**config.mk**
```make
export PLATFORM = sky130hd
export DESIGN_NAME = cmd_sender
export DESIGN_NICKNAME = d
export VERILOG_FILES = /design/src/rtl/cmd_sender.sv
export SDC_FILE = /design/constraint.sdc
export NUM_CORES = 1
export LEC_CHECK = 0
export BUFFER_PORTS_ARGS = -buffer_cell sky130_fd_sc_hd__buf_2
export CORE_UTILIZATION = 53
export DETAILED_ROUTE_END_ITERATION = 10
export GPL_ROUTABILITY_DRIVEN = 1
export MAX_ROUTING_LAYER = met4
export PLACE_DENSITY = 0.81
export RECOVER_POWER = 100
export SETUP_SLACK_MARGIN = 0.5
export SLEW_MARGIN = 20
export SYNTH_ARGS = -nofsm -noshare
export SYNTH_HDL_FRONTEND = slang
export SYNTH_SLANG_ARGS = --single-unit
```
**constraint.sdc**
```tcl
create_clock -name clk -period 2.3 [get_ports clk]
set_input_delay 0.575 -clock clk [delete_from_list [all_inputs] [get_ports clk]]
set_output_delay 0.575 -clock clk [all_outputs]
set_load 0.01 [all_outputs]
```
**src/rtl/cmd_sender.sv**
```systemverilog
// cmd_sender: initiator side of the two-byte command link.
// Sends a 16-bit command on TX as two 8N1 frames, high byte first and with no gap between them.
// It then waits for a one-byte 8N1 response on RX and presents that byte to the host.
//
// Optional response timeout: define CMD_SENDER_TMO_EN. Without it, tmo is tied 0 and
// WAIT_RESP waits until a valid response arrives or reset is asserted.
//
// Ports:
//   clk           system clock
//   rst           asynchronous active-high reset
//   snd_cmd       single-cycle send request, accepted only when idle
//   cmd           command word, captured on acceptance
//   clr_resp_rdy  clears resp_rdy (a simultaneous set wins)
//   RX            asynchronous serial response line, idle high
//   TX            registered serial command line, idle high
//   busy          high from acceptance until the response or timeout
//   cmd_sent      both bytes fully transmitted
//   resp          last valid response byte
//   resp_rdy      resp holds a fresh byte
//   tmo           response timeout (only when CMD_SENDER_TMO_EN is defined)
module cmd_sender #(
  parameter int unsigned BAUD_DIV = 2604,
  parameter int unsigned TMO_BITS = 10
) (
  input  logic        clk,
  input  logic        rst,
  input  logic        snd_cmd,
  input  logic [15:0] cmd,
  input  logic        clr_resp_rdy,
  input  logic        RX,
  output logic        TX,
  output logic        busy,
  output logic        cmd_sent,
  output logic [7:0]  resp,
  output logic        resp_rdy,
  output logic        tmo
);

  localparam int unsigned CW = (BAUD_DIV > 1) ? $clog2(BAUD_DIV) : 1;
  localparam logic [CW-1:0] CNT_MAX = CW'(BAUD_DIV - 1);
  localparam logic [CW-1:0] HALF_M1 = CW'(BAUD_DIV / 2 - 1);

  localparam logic [1:0] IDLE      = 2'd0;
  localparam logic [1:0] TX_HIGH   = 2'd1;
  localparam logic [1:0] TX_LOW    = 2'd2;
  localparam logic [1:0] WAIT_RESP = 2'd3;

  if (BAUD_DIV < 4 || (BAUD_DIV % 2) != 0 || TMO_BITS < 1) begin : g_bad_param
    $error("cmd_sender: BAUD_DIV must be even and >= 4, TMO_BITS >= 1");
  end

  logic [1:0]    state_q, state_d;
  logic [15:0]   shadow_q, shadow_d;
  logic [CW-1:0] tx_cnt_q, tx_cnt_d;
  logic [3:0]    tx_bit_q, tx_bit_d;
  logic          tx_q, tx_d;
  logic          busy_q, busy_d;
  logic          cmd_sent_q, cmd_sent_d;
  logic [7:0]    resp_q, resp_d;
  logic          resp_rdy_q, resp_rdy_d;

  logic          rx_s1_q, rx_s2_q, rx_prev_q;
  logic          rx_act_q, rx_act_d;
  logic [CW-1:0] rx_cnt_q, rx_cnt_d;
  logic [3:0]    rx_bit_q, rx_bit_d;
  logic [7:0]    rx_shift_q, rx_shift_d;

  logic          rx_fall;
  logic          rx_sample;
  logic          rx_ok;
  logic [7:0]    cur_byte;

`ifdef CMD_SENDER_TMO_EN
  logic [CW-1:0]       tmo_div_q, tmo_div_d;
  logic [TMO_BITS-1:0] tmo_cnt_q, tmo_cnt_d;
  logic                tmo_q, tmo_d;
`endif

  assign rx_fall  = rx_prev_q & ~rx_s2_q;
  // The shadow holds the command for the whole transaction; the state selects the byte on the wire.
  assign cur_byte = (state_q == TX_HIGH) ? shadow_q[15:8] : shadow_q[7:0];

  // Response receiver. It only runs in WAIT_RESP and is held idle in every other state.
  always_comb begin
    rx_act_d   = rx_act_q;
    rx_cnt_d   = rx_cnt_q;
    rx_bit_d   = rx_bit_q;
    rx_shift_d = rx_shift_q;
    rx_ok      = 1'b0;
    rx_sample  = (rx_bit_q == 4'd0) ? (rx_cnt_q == HALF_M1) : (rx_cnt_q == CNT_MAX);
    if (state_q != WAIT_RESP) begin
      rx_act_d = 1'b0;
      rx_cnt_d = '0;
      rx_bit_d = '0;
    end else if (!rx_act_q) begin
      if (rx_fall) begin
        rx_act_d = 1'b1;
        rx_cnt_d = '0;
        rx_bit_d = '0;
      end
    end else if (!rx_sample) begin
      rx_cnt_d = rx_cnt_q + 1'b1;
    end else begin
      rx_cnt_d = '0;
      if (rx_bit_q == 4'd0) begin
        // A start bit that is high again at mid-bit is a false start.
        if (rx_s2_q) rx_act_d = 1'b0;
        else         rx_bit_d = 4'd1;
      end else if (rx_bit_q <= 4'd8) begin
        rx_shift_d = {rx_s2_q, rx_shift_q[7:1]};
        rx_bit_d   = rx_bit_q + 4'd1;
      end else begin
        // A stop bit sampled low is a framing error, so the byte is dropped.
        rx_act_d = 1'b0;
        rx_bit_d = '0;
        rx_ok    = rx_s2_q;
      end
    end
  end

  // Main FSM, transmit serializer and host flags.
  always_comb begin
    state_d    = state_q;
    shadow_d   = shadow_q;
    tx_cnt_d   = tx_cnt_q;
    tx_bit_d   = tx_bit_q;
    tx_d       = tx_q;
    busy_d     = busy_q;
    cmd_sent_d = cmd_sent_q;
    resp_d     = resp_q;
    resp_rdy_d = resp_rdy_q;
`ifdef CMD_SENDER_TMO_EN
    tmo_d      = tmo_q;
    tmo_div_d  = '0;
    tmo_cnt_d  = '0;
`endif

    if (clr_resp_rdy) resp_rdy_d = 1'b0;

    case (state_q)
      IDLE: begin
        if (snd_cmd) begin
          shadow_d   = cmd;
          tx_cnt_d   = '0;
          tx_bit_d   = '0;
          tx_d       = 1'b0;
          busy_d     = 1'b1;
          cmd_sent_d = 1'b0;
          resp_rdy_d = 1'b0;
`ifdef CMD_SENDER_TMO_EN
          tmo_d      = 1'b0;
`endif
          state_d    = TX_HIGH;
        end
      end
      TX_HIGH, TX_LOW: begin
        if (tx_cnt_q != CNT_MAX) begin
          tx_cnt_d = tx_cnt_q + 1'b1;
        end else begin
          tx_cnt_d = '0;
          if (tx_bit_q == 4'd9) begin
            tx_bit_d = '0;
            if (state_q == TX_HIGH) begin
              // The low byte's start bit follows the high byte's stop bit directly.
              tx_d    = 1'b0;
              state_d = TX_LOW;
            end else begin
              tx_d       = 1'b1;
              cmd_sent_d = 1'b1;
              state_d    = WAIT_RESP;
            end
          end else begin
            tx_bit_d = tx_bit_q + 4'd1;
            tx_d     = (tx_bit_q == 4'd8) ? 1'b1 : cur_byte[tx_bit_q[2:0]];
          end
        end
      end
      WAIT_RESP: begin
`ifdef CMD_SENDER_TMO_EN
        // The timeout counter is frozen while a response frame is being received.
        tmo_div_d = tmo_div_q;
        tmo_cnt_d = tmo_cnt_q;
        if (!rx_act_q) begin
          if (tmo_div_q == CNT_MAX) begin
            tmo_div_d = '0;
            tmo_cnt_d = tmo_cnt_q + 1'b1;
          end else begin
            tmo_div_d = tmo_div_q + 1'b1;
          end
        end
`endif
        if (rx_ok) begin
          busy_d  = 1'b0;
          state_d = IDLE;
`ifdef CMD_SENDER_TMO_EN
        end else if (&tmo_cnt_q && !rx_act_q) begin
          tmo_d   = 1'b1;
          busy_d  = 1'b0;
          state_d = IDLE;
`endif
        end
      end
      default: state_d = IDLE;
    endcase

    // A newly received byte takes priority over clr_resp_rdy in the same cycle.
    if (rx_ok) begin
      resp_d     = rx_shift_q;
      resp_rdy_d = 1'b1;
    end
  end

  always_ff @(posedge clk or posedge rst) begin
    if (rst) begin
      state_q    <= IDLE;
      shadow_q   <= '0;
      tx_cnt_q   <= '0;
      tx_bit_q   <= '0;
      tx_q       <= 1'b1;
      busy_q     <= 1'b0;
      cmd_sent_q <= 1'b0;
      resp_q     <= '0;
      resp_rdy_q <= 1'b0;
      rx_s1_q    <= 1'b1;
      rx_s2_q    <= 1'b1;
      rx_prev_q  <= 1'b1;
      rx_act_q   <= 1'b0;
      rx_cnt_q   <= '0;
      rx_bit_q   <= '0;
      rx_shift_q <= '0;
    end else begin
      state_q    <= state_d;
      shadow_q   <= shadow_d;
      tx_cnt_q   <= tx_cnt_d;
      tx_bit_q   <= tx_bit_d;
      tx_q       <= tx_d;
      busy_q     <= busy_d;
      cmd_sent_q <= cmd_sent_d;
      resp_q     <= resp_d;
      resp_rdy_q <= resp_rdy_d;
      rx_s1_q    <= RX;
      rx_s2_q    <= rx_s1_q;
      rx_prev_q  <= rx_s2_q;
      rx_act_q   <= rx_act_d;
      rx_cnt_q   <= rx_cnt_d;
      rx_bit_q   <= rx_bit_d;
      rx_shift_q <= rx_shift_d;
    end
  end

`ifdef CMD_SENDER_TMO_EN
  always_ff @(posedge clk or posedge rst) begin
    if (rst) begin
      tmo_div_q <= '0;
      tmo_cnt_q <= '0;
      tmo_q     <= 1'b0;
    end else begin
      tmo_div_q <= tmo_div_d;
      tmo_cnt_q <= tmo_cnt_d;
      tmo_q     <= tmo_d;
    end
  end

  assign tmo = tmo_q;
`else
  assign tmo = 1'b0;
`endif

  assign TX       = tx_q;
  assign busy     = busy_q;
  assign cmd_sent = cmd_sent_q;
  assign resp     = resp_q;
  assign resp_rdy = resp_rdy_q;

endmodule
```
# --- After elaboration in Yosys (flattened, before gate mapping) ---
# Index checks and enable logic that the tools add are counted.
word_totals:
  register_bits: 74
  input_bits: 21
  output_inout_bits: 13
  elab_cells: 113
op_classes:
  n_addsub: 4
  magnitude_cmp: 2
  n_eq_ne: 16
  mux: 57
  n_bitwise: 4
  n_reduce_logical: 14
op_table:
  columns: ["cell", "n"]
  rows:
  - ["$mux 12", 6]
  - ["$mux 4", 10]
  - ["$mux 1", 29]
  - ["$add 12x1->12 const B", 2]
  - ["$pmux 12 s2", 1]
  - ["$eq 12x11->1 const B", 1]
  - ["$eq 12x12->1 const B", 1]
  - ["$ne 12x12->1 const B", 1]
  - ["$ne 2x2->1 const B", 6]
  - ["$reduce_and 5->1", 2]
  - ["$reduce_and 3->1", 3]
  - ["$add 4x1->4 const B", 2]
  - ["$eq 4x4->1 const B", 2]
  - ["$mux 2", 4]
  - ["$mux 8", 1]
  - ["$pmux 4 s2", 1]
  - ["$pmux 1 s2", 3]
  - ["$pmux 2 s3", 1]
  - ["$eq 2x2->1 const B", 2]
  - ["$le 4x4->1 const B", 1]
  - ["$logic_not 4->1", 1]
  - ["$lt 3x4->1 const B", 1]
  - ["$ne 4x4->1 const B", 1]
  - ["$reduce_and 2->1", 2]
  - ["10 further kinds", 13]

# --- Longest topological paths before layout ---
# Gate-level depths: netlist of run 1.
depth:
  depth_word: 8
  mapped_depth: 9
  ltp_nobuf: 7

# --- Worst setup path before layout of run 1 ---
# Ideal clock, no wire load.
synth_timing:
  path_kind: "reg2reg"
  startpoint: "reg state_q[0]"
  endpoint: "reg tx_cnt_q[11]"
  setup_ns: 0.130
  arrival_ns: 2.003
  required_time_ns: 2.170
  setup_slack_ns: 0.167
  path_stages_with_launch: 10
  path_buffers: 2
  period_less_slack_ns: 2.133
  cell_sequence: "dfrtp_1 inv_1 ha_1 clkbuf_1 mux2i_1 clkbuf_1 nor4_1 nand4_1 xor2_1 nor2_1"
synth_between:
  elab_chain_len: 4
  elab_cells_between_ends: 8
  classes_between: "eq/ne (3); mux (1); reduce/logical (4)"
synth_lines:
  columns: ["item", "line", "source"]
  rows:
  - ["start, declared", "52", "logic [1:0] state_q, state_d;"]
  - ["start signal, assigned", "232", "state_q <= state_d;"]
  - ["$eq 2x1->1 / $eq 2x2->1 (equally long branches)", "140", "case (state_q)"]
  - ["$reduce_or 2->1", "140", null]
  - ["$reduce_bool 2->1 (no line)", null, null]
  - ["$reduce_and 2->1 (no line)", null, null]
  - ["end signal, assigned", "234", "tx_cnt_q <= tx_cnt_d;"]
  - ["end, declared", "54", "logic [CW-1:0] tx_cnt_q, tx_cnt_d;"]
# Several ways; a longest one is shown, not always the timed one.
# A chain may end at the register's enable or synchronous reset.

# --- Worst setup path after layout of run 1 ---
layout_timing:
  startpoint: "reg rx_cnt_q[4]"
  endpoint: "reg resp_q[1] (netlist: resp[1])"
layout_between:
  elab_chain_len: 5
  elab_cells_between_ends: 6
  classes_between: "eq/ne (2); mux (4)"
layout_lines:
  columns: ["item", "line", "source"]
  rows:
  - ["start, declared", "64", "logic [CW-1:0] rx_cnt_q, rx_cnt_d;"]
  - ["start signal, assigned", "245", "rx_cnt_q <= rx_cnt_d;"]
  - ["$eq 12x12->1 / $eq 12x11->1 (equally long branches)", "90", "rx_sample = (rx_bit_q == 4'd0) ? (rx_cnt_q == HALF_M1) : (rx_cnt_q == CNT_MAX);"]
  - ["$mux 1 (*)", "90", null]
  - ["$mux 1 (*)", "101", "end else if (!rx_sample) begin"]
  - ["$mux 1 (*)", "95", "end else if (!rx_act_q) begin"]
  - ["$mux 1 (*)", "91", "if (state_q != WAIT_RESP) begin"]
  - ["end signal, assigned", "239", "resp_q <= resp_d;"]
  - ["end, declared", "59", "logic [7:0] resp_q, resp_d;"]
# Every way passes the cells marked *; elsewhere a longest branch is shown, timed or not.

==> metrics.md, run 1 <==
| Metric | Value |
|---|---|
| Post-synthesis cell type count | `58` |
| Worst hold slack | `0.313 ns` |
| Final nets | `444` |
| H-tree depth | `3` |
| Largest net degree at the start of global routing | `26` |
| Final Max Slew Viols | `0` |
| Tot GR Track Use | `26.3%` |
| First-pass GRT wire length | `14.5 mm` |
| CTS tree | `built` |
| Placed instance area | `4150 sq um` |
| Die Wd | `86 um` |
| Final setup fails | `0` |
| Worst Setup Path Type | `register to register` |
| Worst VDD drop | `0.337 mV` |
| Slowest Stage Delay on Critical Path | `0.65 ns` |
| Fin crit period | `2.15 ns` |
| Cells after Synth | `338` |
| Multi-input logic area | `2040 sq um` |
| Syn_area_per_cell | `11.1 sq um` |
| Worst setup SP type | `register` |
| Leak | `2.12 nW` |
| Slew @ Worst Pin | `1.03 ns` |
| Pre-antenna DRT Iters | `5` |
| Register Area | `1860 sq um` |
| Worst-path cell chain | `buf_4, or4b_1, nor4_4, buf_4, nand3_2, mux2_2` |
| Post-DR wirelength/cell | `18.9 um` |
| WP buf/inv | `2` |
| Via-to-Cell Ratio | `6.10` |
| Clock Latency Late Sink | `0.36 ns` |
| # DRC | `0` |
| Vias in the first global route | `2912` |
| Fin util | `70.7%` |
| Req. time, crit path | `2.55 ns` |
| Top Ports | `34` |
| Port-buffer cells | `32` |
| DR iter-0 viols | `294` |
| Fmax | `465 MHz` |
| Unrepaired setup endpoints after global routing | `yes` |
| Post-synth ARST share | `100%` |
| Max-cap violations | `0` |
| Yosys top cell area share | `46.8%` |
| Initial antenna violation count | `0` |
| CP Capture Type | `register` |
| Diodes inserted | `0` |
| Total negative slack | `0 ns` |
| Clock Path Buffers | `2` |
| Number of enable flip-flop cells after synthesis | `0` |
| Crit path DAT | `2.40 ns` |
| Critical Path Most Common Cell | `buf_4` |
| Worst path top cell family by delay | `simple AND/OR/NAND/NOR gates` |
| Clock Root Buffer | `clkbuf_8` |
| #FFs+latches synth | `74` |
| Fin area | `4800 sq um` |
| FP Rows | `30` |
| Layout cells sized above 1 | `40.6%` |
| CP max FO | `4` |
| Detail Route Antenna Nets | `0` |
| CP max-delay cell | `or4b_1` |
| Period utilization | `93.4%` |
| Fillcell total | `450` |
| Synth area leaders | `dfrtp_1 (47%), mux2_2 (9.9%), dfstp_2 (2.8%), o21ai_0 (2.8%), nand2_1 (2.7%)` |
| Vias | `3152` |
| Clock skew | `0.0144 ns` |
| Most frequent cell after synthesis | `dfrtp_1` |
| Clock Sinks | `74` |
| Die Y | `86 um` |
| Overall power | `3.06 mW` |
| Min-delay worst type | `primary input to register` |
| Routability Congestion | `0.926` |
| Die ar. | `7400 sq um` |
| Reg clk slew, reported paths | `0.09 ns` |
| Ys flop type | `dfrtp_1` |
| DP HPWL | `5.58 mm` |
| Post-synth top cells | `dfrtp_1 (70), mux2_2 (33), nand2_1 (27)` |
| PwrDens | `637 nW/um^2` |
| Syn nets | `366` |
| Seq/Total Area, Yosys | `49.6%` |
| Post-synth top area cell | `dfrtp_1` |
| Grt ovf | `0` |
| Warnings, synthesis | `0` |
| Status | `complete, no violations` |
| Headroom to the max-slew limit | `30.8%` |
| Synth Cell Area | `3740 sq um` |
| Area delta synth->final | `28.4%` |
| Final Hold Fails | `0` |
| Core area | `6790 sq um` |
| Routed WL | `9.76 mm` |
| Initial core utilization | `55.0%` |
| CTS Buf Count | `9` |
[cell families (layout without fill, tap and decap cells)]
logic type	after synthesis	after routing	share of synthesized area [%]
XOR/XNOR	15	15	3.51
buffers and inverters	25	105	2.98
AO/OA/AOI/OAI	57	57	10.0
other	1	1	0.100
AND/OR/NAND/NOR	120	123	18.5
adder cells (fa/ha/maj)	7	7	2.34
multiplexers	39	39	12.9
flip-flops	74	74	49.6
[worst paths after layout]
| path | start | to | slack [ns] | depth (start not counted) |
|---|---|---|---|---|
| max reg2reg | rx_cnt_q[4] | resp[1] | 0.15 | 6 |
| min in group asynchronous | rst | shadow_q[13] | 0.40 | 2 |
| max | rx_cnt_q[4] | resp[1] | 0.15 | 6 |
| max in group asynchronous | rst | rx_cnt_q[1] | 0.75 | 3 |
| min | RX | rx_s1_q | 0.31 | 1 |
| min reg2reg | rx_s1_q | rx_s2_q | 0.37 | 0 |
[sequential cells by signal, indices dropped and copies added (netlist names), 2 cells and up]
name / flops
rx_cnt_q: 12
tx_bit_q: 4
rx_shift_q: 8
resp: 8
tx_cnt_q: 12
state_q: 2
shadow_q: 16
rx_bit_q: 4
[worst reg2reg max path, delay by kind of cell, from the launching register on]
family                 cells  cell delay [ns]
muxes                      1             0.30
and+or+nand+nor            3             0.98
DFF                        1             0.43
buffers and inverters      2             0.33
[power breakdown]
part / leakage [nW] / total [mW] / switching, mW / internal (mW)
Combinational: 1.03 / 0.352 / 0.180 / 0.172
Clock: 0.118 / 1.18 / 0.522 / 0.654
Sequential: 0.968 / 1.53 / 0.105 / 1.42
Total: 2.12 / 3.06 / 0.808 / 2.25
[cells in the final DEF (no fill, tap or decap), types with 5 or more instances in the layout]
| cell | instances |
|---|---|
| buf_2 | 20 |
| buf_4 | 31 |
| buf_6 | 6 |
| clkbuf_1 | 17 |
| clkbuf_8 | 10 |
| dfrtp_1 | 67 |
| ha_1 | 6 |
| inv_1 | 10 |
| mux2_2 | 33 |
| nand2_1 | 26 |
| nand3_1 | 5 |
| nand4_1 | 9 |
| nor2_1 | 12 |
| nor2_2 | 7 |
| nor2b_1 | 6 |
| nor3_1 | 7 |
| o21ai_0 | 13 |
| o21ai_1 | 5 |
| or3_1 | 5 |
| xnor2_1 | 7 |
| xor2_1 | 7 |
[metal layers]
layer	GRT usage (%)	vias to the layer above	part of all wire, %
met3	4.81	22	5.2
met2	40.5	135	51
met1	35.1	1603	42
met4	8.94	0	1.5
met5	-	-	0
li1	-	1392	-
[timing repair]
action,CTS,global route
gates resized for setup,26,46
buffers inserted,14,13
cloned,2,1
pin swaps,11,25
hold buffers,0,0
setup endpoints to repair,69,54
[stage by stage]
stage	cells	setup slack [ns]
after floorplan	338	0.258
after global placement	471	0.165
after detailed placement	471	0.0876
after CTS	503	0.234
after global routing	517	0.0758
final	517	0.151
[final cells by class]
type | instances | share of cell area, %
Inverter | 12 | 0.964
Clock buffer | 10 | 2.87
Tap cell | 96 | 2.50
Sequential cell | 74 | 38.8
Clock inverter | 6 | 1.98
Timing Repair Buffer | 77 | 10.3
Multi-Input combinational cell | 242 | 42.6
Power figures use the tool's default switching activity.
==> inputs of run 2 (changes only) <==
--- a/config.mk
+++ b/config.mk
@@ -11,7 +11,7 @@
 export GPL_ROUTABILITY_DRIVEN = 1
 export MAX_ROUTING_LAYER = met4
 export PLACE_DENSITY = 0.81
-export RECOVER_POWER = 100
+export RECOVER_POWER = 50
 export SETUP_SLACK_MARGIN = 0.5
 export SLEW_MARGIN = 20
 export SYNTH_ARGS = -nofsm -noshare
==> metrics.md, run 2 (synthesis results as in run 1) <==
| Metric | Value |
|---|---|
| Tot GR Track Use | `26.3% (unchanged)` |
| Worst VDD drop | `0.337 mV (about the same)` |
| Max-cap violations | `0 (unchanged)` |
| Final nets | `444 (unchanged)` |
| CP Capture Type | `register (unchanged)` |
| Status | `complete, no violations (unchanged)` |
| Grt ovf | `0 (unchanged)` |
| Fin crit period | `2.11 ns (was 2.15 ns)` |
| Vias in the first global route | `2912 (unchanged)` |
| Total negative slack | `0 ns (unchanged)` |
| DR iter-0 viols | `349 (was 294)` |
| Clock Path Buffers | `2 (unchanged)` |
| Largest regs | `shadow_q: 16 flops, rx_cnt_q: 12 flops, tx_cnt_q: 12 flops (unchanged)` |
| Leading cell type in the layout, fill and taps excluded | `dfrtp_1 (unchanged)` |
| Die Y | `86 um (unchanged)` |
| Layout cells sized above 1 | `45.4% (was 40.6%)` |
| # DRC | `0 (unchanged)` |
| Clock Sinks | `74 (unchanged)` |
| First-pass GRT wire length | `14.5 mm (unchanged)` |
| Final setup fails | `0 (unchanged)` |
| Worst setup SP type | `register (unchanged)` |
| Routability Congestion | `0.926 (unchanged)` |
| Core area | `6790 sq um (unchanged)` |
| Min-delay worst type | `primary input to register (unchanged)` |
| Crit path DAT | `2.35 ns (was 2.40 ns)` |
| Die Wd | `86 um (unchanged)` |
| CTS tree | `built (unchanged)` |
| Post-place setup slack | `0.0876 ns (unchanged)` |
| Port-buffer cells | `32 (unchanged)` |
| Clock Latency Late Sink | `0.36 ns (about the same)` |
| Diodes inserted | `0 (unchanged)` |
| H-tree depth | `3 (unchanged)` |
| Initial antenna violation count | `0 (unchanged)` |
| Headroom to the max-slew limit | `32.4% (was 30.8%)` |
| Fmax | `474 MHz (was 465 MHz)` |
| Die ar. | `7400 sq um (unchanged)` |
| Worst Setup Path Type | `register to register (unchanged)` |
| Largest net degree at the start of global routing | `26 (unchanged)` |
| Area delta synth->final | `30.3% (was 28.4%)` |
| Via-to-Cell Ratio | `6.03 (was 6.10)` |
| Reg clk slew, reported paths | `0.08 ns (was 0.09 ns)` |
| Fin area | `4870 sq um (was 4800 sq um)` |
| Reg2reg setup slack | `0.19 ns (was 0.15 ns)` |
| CP max FO | `7 (was 4)` |
| Routed WL | `9.75 mm (was 9.76 mm)` |
| Initial core utilization | `55.0% (unchanged)` |
| PwrDens | `629 nW/um^2 (was 637 nW/um^2)` |
| Leak | `2.17 nW (was 2.12 nW)` |
| Unrepaired setup endpoints after global routing | `yes (unchanged)` |
| Period utilization | `91.8% (was 93.4%)` |
| Pre-antenna DRT Iters | `5 (unchanged)` |
| CTS Buf Count | `9 (unchanged)` |
| Final Hold Fails | `0 (unchanged)` |
| Final Max Slew Viols | `0 (unchanged)` |
| Slowest Stage Delay on Critical Path | `0.58 ns (was 0.65 ns)` |
| Final WS setup | `0.189 ns (was 0.151 ns)` |
| Clock Root Buffer | `clkbuf_8 (unchanged)` |
| Detail Route Antenna Nets | `0 (unchanged)` |
| DP HPWL | `5.58 mm (unchanged)` |
| Clock skew | `0.0139 ns (was 0.0144 ns)` |
| Placed instance area | `4150 sq um (unchanged)` |
| Top Ports | `34 (unchanged)` |
| Top reg by flops | `shadow_q (unchanged)` |
| Post-DR wirelength/cell | `18.9 um (about the same)` |
| Highest-count cells in the layout ignoring fill and taps | `dfrtp_1 (66), buf_4 (34), mux2_2 (33), buf_2 (29), nand2_1 (25) (was dfrtp_1 (67), mux2_2 (33), buf_4 (31), nand2_1 (26), buf_2 (20))` |
| CP max-delay cell | `or4_4 (was or4b_1)` |
| FP Rows | `30 (unchanged)` |
| Slew @ Worst Pin | `1.01 ns (was 1.03 ns)` |
| Worst-path cell chain | `or4b_1, or4_4, nand4_4, nor3_1, a211o_1 (was buf_4, or4b_1, nor4_4, buf_4, nand3_2, mux2_2)` |
| Req. time, crit path | `2.54 ns (was 2.55 ns)` |
| Vias | `3115 (was 3152)` |
| Largest register FFs | `16 (unchanged)` |
-- run 2: changes by cell type in the layout (fill, tap and decap cells not counted), sizes merged --
cell | previous run | this run
buf | 58 | 71
clkbuf | 29 | 16
-- run 2: power breakdown --
| part | switching (mW) | internal, mW | leakage [nW] |
|---|---|---|---|
| Combinational | 0.185 | 0.175 | 1.09 |
| Sequential | 0.103 | 1.42 | 0.967 |
| Clock | 0.525 | 0.654 | 0.118 |
-- run 2: path summary, 6_finish.rpt --
kind / startpoint / end / cells after the start
worst min-delay path: RX / rx_s1_q / 1
worst max-delay path: rx_cnt_q[8] / rx_cnt_q[11] / 5
worst min register to register: rx_s1_q / rx_s2_q / 0
max in group asynchronous: rst / rx_cnt_q[1] / 3
worst max register to register: rx_cnt_q[8] / rx_cnt_q[11] / 5
min in group asynchronous: rst / shadow_q[13] / 2
-- run 2: worst max-delay path, delay by kind of cell (launching register included) --
kind / cells / cell delay, ns
and+or+nand+nor: 4 / 1.28
DFF: 1 / 0.45
AOI/OAI and AO/OA: 1 / 0.26
-- run 2: metrics by stage --
stage | std cells | hold slack [ns] | util [%] | power [mW]
finish | 517 | 0.312 | 71.7 | 3.06
global route | 517 | 0.307 | 71.7 | 3.19
CTS | 503 | 0.256 | 67.8 | 3.02
detailed placement | 471 | 0.357 | 61.0 | 1.84
global placement | 471 | 0.347 | 61.0 | 1.82
floorplan | 338 | 0.345 | - | 1.75
-- run 2: final cells by class --
class	instances	area (sq um)
clock buffers	10	138
clock inverters	6	95.1
fillers	428	1920
inverters	12	46.3
multi-input cells	242	2090
flip-flops and latches	74	1860
well taps	96	120
repair buffers	77	526
-- run 2: repair_timing --
| item | in CTS | in global routing |
|---|---|---|
| buffers inserted | 14 | 13 |
| hold buffers | 0 | 0 |
| pin swaps | 11 | 25 |
| gates resized for setup | 26 | 46 |
| endpoints found under the setup margin | 69 | 54 |
| cloned | 2 | 1 |
-- run 2: per-layer routing --
layer / vias to the layer above / wire length [um] / global-route usage (%) / part of all wire (%)
li1: 1392 / - / - / -
met1: 1600 / 4180 / 35.1 / 43
met2: 108 / 4980 / 40.5 / 51
met3: 15 / 438 / 4.81 / 4.5
met4: 0 / 157 / 8.94 / 1.6
met5: - / 0 / - / 0
==> inputs of run 3 (changes only) <==
--- a/config.mk
+++ b/config.mk
@@ -5,10 +5,9 @@
 export SDC_FILE = /design/constraint.sdc
 export NUM_CORES = 1
 export LEC_CHECK = 0
-export BUFFER_PORTS_ARGS = -buffer_cell sky130_fd_sc_hd__buf_2
+export BUFFER_PORTS_ARGS = -buffer_cell sky130_fd_sc_hd__clkbuf_2
 export CORE_UTILIZATION = 53
 export DETAILED_ROUTE_END_ITERATION = 10
-export GPL_ROUTABILITY_DRIVEN = 1
 export MAX_ROUTING_LAYER = met4
 export PLACE_DENSITY = 0.81
 export RECOVER_POWER = 50
==> metrics.md, run 3 (synthesis results as in run 1) <==
| Metric | Value |
|---|---|
| Pre-antenna DRT Iters | `5 (unchanged)` |
| FP Rows | `30 (unchanged)` |
| Slew @ Worst Pin | `1.38 ns (was 1.01 ns)` |
| Top Ports | `34 (unchanged)` |
| Fin crit period | `2.14 ns (was 2.11 ns)` |
| Largest regs | `shadow_q: 16 flops, rx_cnt_q: 12 flops, tx_cnt_q: 12 flops (unchanged)` |
| Reg clk slew, reported paths | `0.08 ns (about the same)` |
| Vias | `3008 (was 3115)` |
| Port-buffer cells | `32 (unchanged)` |
| Final Max Slew Viols | `0 (unchanged)` |
| Slowest Stage Delay on Critical Path | `0.58 ns (about the same)` |
| Total negative slack | `0 ns (unchanged)` |
| CP Capture Type | `register (unchanged)` |
| Fmax | `467 MHz (was 474 MHz)` |
| Highest-count cells in the layout ignoring fill and taps | `dfrtp_1 (64), mux2_2 (33), clkbuf_2 (29), buf_4 (29), nand2_1 (25) (was dfrtp_1 (66), buf_4 (34), mux2_2 (33), buf_2 (29), nand2_1 (25))` |
| Largest register FFs | `16 (unchanged)` |
| Top reg by flops | `shadow_q (unchanged)` |
| Worst setup SP type | `register (unchanged)` |
| Leading cell type in the layout, fill and taps excluded | `dfrtp_1 (unchanged)` |
| Final std cells w/o fill | `512 (was 517)` |
| Sequential power share | `52.7% (was 49.8%)` |
| Hold buffers post-CTS | `0 (unchanged)` |
| PwrDens | `606 nW/um^2 (was 629 nW/um^2)` |
| Detail Route Antenna Nets | `0 (unchanged)` |
| Worst VDD drop | `0.328 mV (was 0.337 mV)` |
| Post-DR wirelength/cell | `18.3 um (was 18.9 um)` |
| Clock Sinks | `74 (unchanged)` |
| # DRC | `0 (unchanged)` |
| Worst-path cell chain | `or4b_4, or4_4, nand4_4, and2_4, a31oi_1 (was or4b_1, or4_4, nand4_4, nor3_1, a211o_1)` |
| Final nets | `439 (was 444)` |
| Final Hold Fails | `0 (unchanged)` |
| Largest net degree at the start of global routing | `30 (was 26)` |
| DR iter-0 viols | `269 (was 349)` |
| Final setup fails | `0 (unchanged)` |
| Die Y | `86 um (unchanged)` |
| Clock Latency Late Sink | `0.36 ns (about the same)` |
| Switching share of total power | `27.2% (was 26.5%)` |
| Fin util | `70.1% (was 71.7%)` |
| H-tree depth | `3 (unchanged)` |
| Clock skew | `0.00775 ns (was 0.0139 ns)` |
| Area delta synth->final | `27.3% (was 30.3%)` |
| Die ar. | `7400 sq um (unchanged)` |
| Req. time, crit path | `2.53 ns (was 2.54 ns)` |
| Period utilization | `93.1% (was 91.8%)` |
| Core area | `6790 sq um (unchanged)` |
| Unrepaired setup endpoints after global routing | `yes (unchanged)` |
| Via-to-Cell Ratio | `5.88 (was 6.03)` |
| Int Pwr | `2.10 mW (was 2.25 mW)` |
| CP max FO | `7 (unchanged)` |
| Headroom to the max-slew limit | `7.27% (was 32.4%)` |
| Tot GR Track Use | `26.3% (about the same)` |
| Vias in the first global route | `3017 (was 2912)` |
| Initial core utilization | `55.0% (unchanged)` |
| Initial antenna violation count | `0 (unchanged)` |
| Clock network power share | `35.2% (was 38.5%)` |
| Worst Setup Path Type | `register to register (unchanged)` |
| DP HPWL | `5.86 mm (was 5.58 mm)` |
| First-pass GRT wire length | `14.4 mm (was 14.5 mm)` |
| Clock Root Buffer | `clkbuf_8 (unchanged)` |
| Die Wd | `86 um (unchanged)` |
| Clock Path Buffers | `2 (unchanged)` |
| Routed WL | `9.38 mm (was 9.75 mm)` |
| Crit path DAT | `2.37 ns (was 2.35 ns)` |
| Status | `complete, no violations (unchanged)` |
| CTS Buf Count | `9 (unchanged)` |
| Grt ovf | `0 (unchanged)` |
| CP max-delay cell | `or4_4 (unchanged)` |
| Leak | `2.10 nW (was 2.17 nW)` |
| Sw power | `784 uW (was 813 uW)` |
| Routability Congestion | `0.930 (was 0.926)` |
| Min-delay worst type | `primary input to register (unchanged)` |
| Overall power | `2.89 mW (was 3.06 mW)` |
| CTS tree | `built (unchanged)` |
| Layout cells sized above 1 | `44.0% (was 45.4%)` |
| Diodes inserted | `0 (unchanged)` |
| Placed cells | `471 (unchanged)` |
| Comb power frac | `12.1% (was 11.7%)` |
| Max-cap violations | `0 (unchanged)` |
[run 3: cell types whose count changed in the layout (fill, tap and decap cells not counted), moves of 3 or more]
cell / before / now
buf_2: 29 / 0
buf_4: 34 / 29
clkbuf_2: 0 / 29
inv_6: 3 / 0
o21ai_2: 3 / 0
[run 3: path summary, 6_finish.rpt]
check / depth (start not counted) / endpoint / slack (ns) / from
worst max-delay path: 5 / rx_bit_q[2] / 0.16 / rx_cnt_q[7]
worst min-delay path: 1 / rx_s1_q / 0.29 / RX
worst max register to register: 5 / rx_bit_q[2] / 0.16 / rx_cnt_q[7]
worst min register to register: 0 / rx_s2_q / 0.37 / rx_s1_q
max in group asynchronous: 3 / TX / 0.82 / rst
min in group asynchronous: 2 / shadow_q[12] / 0.49 / rst
[run 3: critical path, delay by kind of cell (launching register included)]
family             cells  cell delay, ns
and+or+nand+nor        4            1.48
AOI/OAI and AO/OA      1            0.09
DFF                    1            0.43
[run 3: routing by layer]
| metal | GRT usage (%) | wire [um] |
|---|---|---|
| met5 | - | 0 |
| met3 | 4.14 | 401 |
| met2 | 41.4 | 4760 |
| met4 | 11.2 | 133 |
| met1 | 33.9 | 4090 |
[run 3: what timing repair did]
item                                    CTS  global route
pin swaps                                18             8
endpoints found under the setup margin   67            70
gates resized for setup                  29            35
setup buffers                            11            11
gates cloned                              3             0
[run 3: cell type report]
class	count	area [sq um]
Multi-Input combinational cell	242	2050
Fill cell	448	2030
Clock buffer	10	128
Timing Repair Buffer	72	484
Clock inverter	6	67.6
Sequential cell	74	1860
Tap cell	96	120
Inverter	12	46.3
[run 3: power by group through the flow]
stage               logic [mW]  registers (mW)  clock network, mW
floorplan                0.229            1.52                  0
global placement         0.284            1.54                  0
detailed placement       0.303            1.54                  0
CTS                      0.322            1.52               1.02
global route             0.391            1.53               1.07
finish                   0.350            1.52               1.02
[run 3: through the flow]
| step | area [sq um] | hold WS, ns | setup slack [ns] |
|---|---|---|---|
| global route | 4760 | 0.299 | 0.130 |
| CTS | 4570 | 0.285 | 0.239 |
| global placement | 4150 | 0.350 | 0.171 |
| floorplan | 3810 | 0.345 | 0.258 |
| finish | 4760 | 0.291 | 0.159 |
| detailed placement | 4150 | 0.356 | 0.0217 |
